File: config.mk
export PLATFORM = sky130hd
export DESIGN_NAME = mat_a_loader
export DESIGN_NICKNAME = d
export VERILOG_FILES = /design/src/rtl/mat_pkg.sv /design/src/rtl/mat_a_loader.sv
export SDC_FILE = /design/constraint.sdc
export NUM_CORES = 1
export LEC_CHECK = 0
export BUFFER_PORTS_ARGS = -buffer_cell sky130_fd_sc_hd__clkbuf_2
export CAP_MARGIN = 10
export CORE_UTILIZATION = 55
export DETAILED_ROUTE_END_ITERATION = 10
export PLACE_DENSITY = 0.84
export REMOVE_ABC_BUFFERS = 1
export SYNTH_ARGS = -nofsm -noshare
export SYNTH_HDL_FRONTEND = slang
export SYNTH_SLANG_ARGS = --single-unit
File: constraint.sdc
create_clock -name clk -period 3.9 [get_ports clk]
set_clock_uncertainty 0.15 [all_clocks]
set_input_delay 0.39 -clock clk [delete_from_list [all_inputs] [get_ports clk]]
set_output_delay 0.39 -clock clk [all_outputs]
set_load 0.05 [all_outputs]
File: src/rtl/mat_pkg.sv
// Shared constants and types for the systolic-array datapath: element width,
// array dimension defaults and the A-loader state encoding.
package mat_pkg;

  localparam int BITS_AB_DEF = 8;
  localparam int DIM_DEF     = 8;

  typedef enum logic [1:0] {
    IDLE  = 2'd0,
    LOAD  = 2'd1,
    WRITE = 2'd2,
    DONE  = 2'd3
  } loader_state_t;

endpackage

File: src/rtl/mat_a_loader.sv
// Streams a DIM x DIM A-matrix in row-major order, assembles each row into a
// vector and issues one single-cycle row write per row to the A buffer.
//
// state | meaning
// IDLE  | waiting for start; no elements consumed
// LOAD  | accepting elements into the row buffer
// WRITE | one-cycle row write of the assembled vector
// DONE  | one-cycle completion pulse after the last row
module mat_a_loader
  import mat_pkg::*;
#(
  parameter int BITS_AB = BITS_AB_DEF,
  parameter int DIM     = DIM_DEF
) (
  input  logic                              clk,
  input  logic                              rst_n,
  input  logic                              start,
  input  logic                              abort,
  input  logic                              in_valid,
  input  logic signed [BITS_AB-1:0]         in_data,
  output logic                              in_ready,
  output logic                              WrEn,
  output logic [$clog2(DIM)-1:0]            Arow,
  output logic [DIM-1:0][BITS_AB-1:0]       Ain,
  output logic                              busy,
  output logic                              done
);

  localparam int AW = $clog2(DIM);
  localparam logic [AW-1:0] LAST_IDX = AW'(DIM - 1);

  loader_state_t                state_q, state_d;
  logic [AW-1:0]                col_q, col_d;
  logic [AW-1:0]                row_q, row_d;
  logic [DIM-1:0][BITS_AB-1:0]  row_buf_q, row_buf_d;

  always_comb begin
    state_d   = state_q;
    col_d     = col_q;
    row_d     = row_q;
    row_buf_d = row_buf_q;
    if (abort) begin
      // abort also covers IDLE, so start+abort there stays idle
      state_d = IDLE;
      col_d   = '0;
      row_d   = '0;
    end else begin
      unique case (state_q)
        IDLE: begin
          if (start) begin
            state_d = LOAD;
            col_d   = '0;
            row_d   = '0;
          end
        end
        LOAD: begin
          if (in_valid) begin
            row_buf_d[col_q] = in_data;
            col_d            = col_q + 1'b1;
            if (col_q == LAST_IDX) begin
              state_d = WRITE;
            end
          end
        end
        WRITE: begin
          if (row_q == LAST_IDX) begin
            state_d = DONE;
          end else begin
            row_d   = row_q + 1'b1;
            col_d   = '0;
            state_d = LOAD;
          end
        end
        DONE: begin
          state_d = IDLE;
        end
        default: begin
          state_d = IDLE;
        end
      endcase
    end
  end

  always_ff @(posedge clk or negedge rst_n) begin
    if (!rst_n) begin
      state_q   <= IDLE;
      col_q     <= '0;
      row_q     <= '0;
      row_buf_q <= '0;
    end else begin
      state_q   <= state_d;
      col_q     <= col_d;
      row_q     <= row_d;
      row_buf_q <= row_buf_d;
    end
  end

  // abort gating is the only input-to-output path: it must kill a coincident write/done
  assign in_ready = (state_q == LOAD);
  assign busy     = (state_q != IDLE);
  assign WrEn     = (state_q == WRITE) && !abort;
  assign done     = (state_q == DONE) && !abort;
  assign Arow     = row_q;
  assign Ain      = row_buf_q;

endmodule

After elaboration in Yosys (flattened, before gate mapping):

Index checks and enable logic that the tools add are counted.
Widths: inputs -> output; s select.

* bits in registers: 72
* word-level logic and storage cells: 54

* $add $sub $neg: 2
* magnitude comparators: 2
* equal/unequal tests: 9
* mux-type cells: 17
* bitwise gates (word level): 1
* reduce and logical (&&, ||, !) cells: 12

Operators by type and width (number)
* $bwmux 64: 1
* $demux 8 s3: 1
* $mux 3: 6
* $mux 2: 5
* $ne 3x3->1 const B: 3
* $pmux 3 s3: 1
* $reduce_and 3->1: 3
* $mux 8: 1
* $pmux 2 s4: 1
* $add 3x1->3 const B: 2
* $eq 3x3->1 const B: 2
* $pmux 3 s2: 1
* $eq 2x2->1 const B: 2
* $lt 3x4->1 const B: 1
* $reduce_and 4->1: 1
* $reduce_bool 4->1: 1
* $ge 3x1->1 const B: 1
* $logic_and 1x1->1: 3
* $ne 3x2->1 const B: 1
* $reduce_bool 3->1: 1
* $eq 2x1->1 const B: 1
* $logic_not 2->1: 1
* $reduce_bool 2->1: 1
* $logic_not 1->1: 1
* $not 1->1: 1

Logic depth before layout (Yosys ltp):

* word-level depth: 5
* mapped depth: 5
* depth with buffers taken out: 5

Least setup slack after synthesis:

OpenSTA, ideal clock, no wires.

* path type: reg2out
* start point: register state_q[1]
* end point: output port WrEn
* arrival time: 1862 ps
* data required time: 3360 ps
* path slack: 1498 ps
* cell stages (with the launch flop): 3
* cells stage by stage: dfrtp_1 -> clkbuf_1 -> nor3b_1

* cells in the longest elaborated chain, start to end: 2

RTL lines
* start: declaration: RTL line mat_a_loader.sv:32 `loader_state_t state_q, state_d;`
* start signal: assignment: RTL line mat_a_loader.sv:91 `state_q <= state_d;`
* $eq 2x2->1: RTL line mat_a_loader.sv:101 `assign WrEn = (state_q == WRITE) && !abort;`
* $logic_and 1x1->1: RTL line mat_a_loader.sv:101
* end: declaration: RTL line mat_a_loader.sv:22 `output logic WrEn,`

No other way between the ends.

Final worst setup path:

* start point: register state_q[1]
* end point: register row_buf_q (netlist bit Ain[21])

* cells in the longest elaborated chain, start to end: 2

RTL lines
* $eq 2x1->1: RTL line mat_a_loader.sv:48 `unique case (state_q)`
* $reduce_and 3->1 (no line)
* end signal: assignment: RTL line mat_a_loader.sv:94 `row_buf_q <= row_buf_d;`
* end: declaration: RTL line mat_a_loader.sv:35 `logic [DIM-1:0][BITS_AB-1:0] row_buf_q, row_buf_d;`

No other way between the ends.
A chain may end at the register's enable or synchronous reset.

==> results.md <==
* Status: completed
* Seq/Total Area, Yosys at 0.615
* Post-CTS Setup Repair Bufs at 0
* Yosys Warn Count at 0
* Clock Tree Buf Depth at 2
* Rows at 26
* # diodes at 0
* Clk Tree Root Cell: clkbuf_8
* Area after DPL at 3420 sq um
* Starting DRT DRC Count at 115
* Crit Path Class: reg -> reg
* Largest area contributor in the netlist: dfrtp_1
* Clock Pin Slew Worst Setup and Hold Paths at 0.07 ns
* Worst R2R Setup Slack at 1.40 ns
* Arr. time, crit path at 2.56 ns
* I/O pins at 84
* PwrDens at 455 nW/um^2
* Final worst path period share at 0.640
* Worst Max-Slew Pin Slew at 0.884 ns
* Detailed Route WL at 5900 microns
* Initial antenna violation count at 0
* Final Hold Vio Count at 0
* Sink Count at 72
* RR Startpoint: state_q[1]
* RSZ-0062 raised after global routing: no
* Relative slew slack at 0.408
* Clk_lat worst skew at 0.33 ns
* Critical Path Start Type: flop
* Chip Height at 75.0 microns
* Fin crit period at 2.50 ns
* Finish-stage setup viols at 0
* Synth cell types at 26
* Number of antenna-violating nets in the routed design at 0
* Number of buffers created by CTS at 9
* FILL cells at 368
* VDD IR max at 0.289 mV
* CTS tree: done
* Share of cells above drive strength 1 at 0.586
* Total grt overflow at 0
* Final HPWL DP at 4120 microns
* DR vias/cell at 5.36
* Max Freq at 0.401 GHz
* Hold WS at 0.0155 ns
* Reg-to-Reg End: Ain[21]
* CORE AREA at 5110 sq um
* Hold buffers post-CTS at 0
* # DRC at 0
* Kind of end point of the critical path: flop
* WL/cell at 16.4 microns
* Largest net degree at the start of global routing at 42
* Max-cap viol count at 0
* Post-synth top area share at 0.615
* Worst Path Required at 3.97 ns
* IO Port Bufs at 83
* Area growth syn-to-layout at 23.4%
* GP Congestion at 0.763
* Top cells by area, synth: dfrtp_1 61%, mux2_2 24%, ha_1 1.7%
* Fin nets at 302
* First-pass iteration count of the detailed router at 4
* Worst Hold Class: in -> async
* Htree depth at 3
* Avg Cell Area, Syn at 15.0 sq um
* Setup TNS at 0 ns
* Max-slew violations at 0
* Cell count after synthesis at 196
* Via count at 1931
* Die W at 75.0 microns
* GRT Overall Usage at 0.231
* Critical Path Fanout Max at 18
* Yosys reg bits at 72
* # resized after CTS at 0
* Die footprint at 5620 sq um
* Global-route wire length before repair at 9120 microns
* Vias in the first global route at 1763
* Fin area at 3620 sq um
* Synth Cell Area at 2930 sq um
* Worst setup path start: state_q[1]
* R2R depth at 3
* Starting Density at 0.574
* Leakage at 1.93 nW
## routing by layer
| layer | GRT usage | up-vias | share of wire |
|---|---|---|---|
| li1 | - | 904 | - |
| met1 | 0.331 | 958 | 0.45 |
| met2 | 0.330 | 63 | 0.48 |
| met3 | 0.0643 | 6 | 0.065 |
| met4 | 0.101 | 0 | 0.011 |
| met5 | 0 | - | 0 |
## kinds of logic (layout without fill, tap and decap cells)
group	after synthesis	after routing	share of synthesized area
buffers and inverters	7	101	0.00939
AO/OA/AOI/OAI	12	12	0.0273
AND/OR/NAND/NOR	36	36	0.0820
flip-flops	72	72	0.615
multiplexers	65	65	0.249
adder cells (fa/ha/maj)	4	4	0.0171
## cell type report
cell class / count / area (sq um) / share of cell area
repair buffers: 85 / 430 / 0.119
well taps: 70 / 87.6 / 0.0242
multi-input cells: 117 / 1100 / 0.304
flip-flops and latches: 72 / 1800 / 0.498
clock buffers: 10 / 128 / 0.0353
clock inverters: 6 / 67.6 / 0.0187
## metrics by stage
step	setup WS [ns]	utilization	std cells	power (W)
final	1.40	0.708	360	0.00164
after global routing	1.28	0.708	360	0.00171
after CTS	1.39	0.708	360	0.00166
after detailed placement	1.39	0.670	344	0.00109
after global placement	1.42	0.670	344	0.00108
after floorplan	1.63	-	189	0.00100
## worst max path at each step
stage,to
3_3_place_gp,Ain[1]
5_1_grt,Ain[7]
6_report,Ain[21]
2_1_floorplan,WrEn
3_5_place_dp,Ain[2]
4_1_cts,Ain[21]
## critical path: stages (launching register included)
cell and delay (ns):
dfrtp_1 0.55, or4b_1 0.71, nor3_2 0.57, mux2_2 0.40
## flip-flops by register name (all words and copies together) (netlist names)
| register | count |
|---|---|
| Ain | 64 |
| Arow | 3 |
| col_q | 3 |
| state_q | 2 |
## layout by cell type, fill, tap and decap left out, drive strengths merged
master | netlist | routed
clkbuf | 6 | 92
dfrtp | 72 | 72
mux2 | 64 | 64
nor2 | 7 | 7
nand3 | 6 | 6
nand2 | 6 | 6
a31oi | 4 | 4
ha | 4 | 4
and3b | 3 | 3
buf | 1 | 3
nor2b | 2 | 2
or2 | 2 | 2
nor3b | 2 | 2
or4b | 2 | 2
a21oi | 2 | 2
a32o | 2 | 2
nand3b | 2 | 2
nor3 | 2 | 2
o21ai | 2 | 2
clkinvlp | 0 | 2
clkinv | 0 | 2
nand4bb | 1 | 1
o21bai | 1 | 1
mux2i | 1 | 1
nor4b | 1 | 1
a21boi | 1 | 1
inv | 0 | 1
bufinv | 0 | 1
## cells in the mapped netlist
cell type,n
dfrtp_1,72
mux2_2,63
clkbuf_1,6
nand2_1,6
nand3_1,6
nor2_1,5
a31oi_1,4
ha_1,4
and3b_1,3
a21oi_1,2
a32o_1,2
nand3b_1,2
nor2_2,2
nor2b_1,2
nor3_2,2
nor3b_1,2
o21ai_0,2
or2_2,2
or4b_1,2
a21boi_0,1
buf_2,1
mux2_1,1
mux2i_1,1
nand4bb_1,1
nor4b_4,1
o21bai_1,1
## report_power, final
group / internal (W) / total (W) / switching, W
clock network: 0.000298 / 0.000576 / 0.000278
logic: 0.0000640 / 0.000263 / 0.000199
registers: 0.000784 / 0.000807 / 0.0000226
Note: power is estimated with default switching activity, not from simulation.
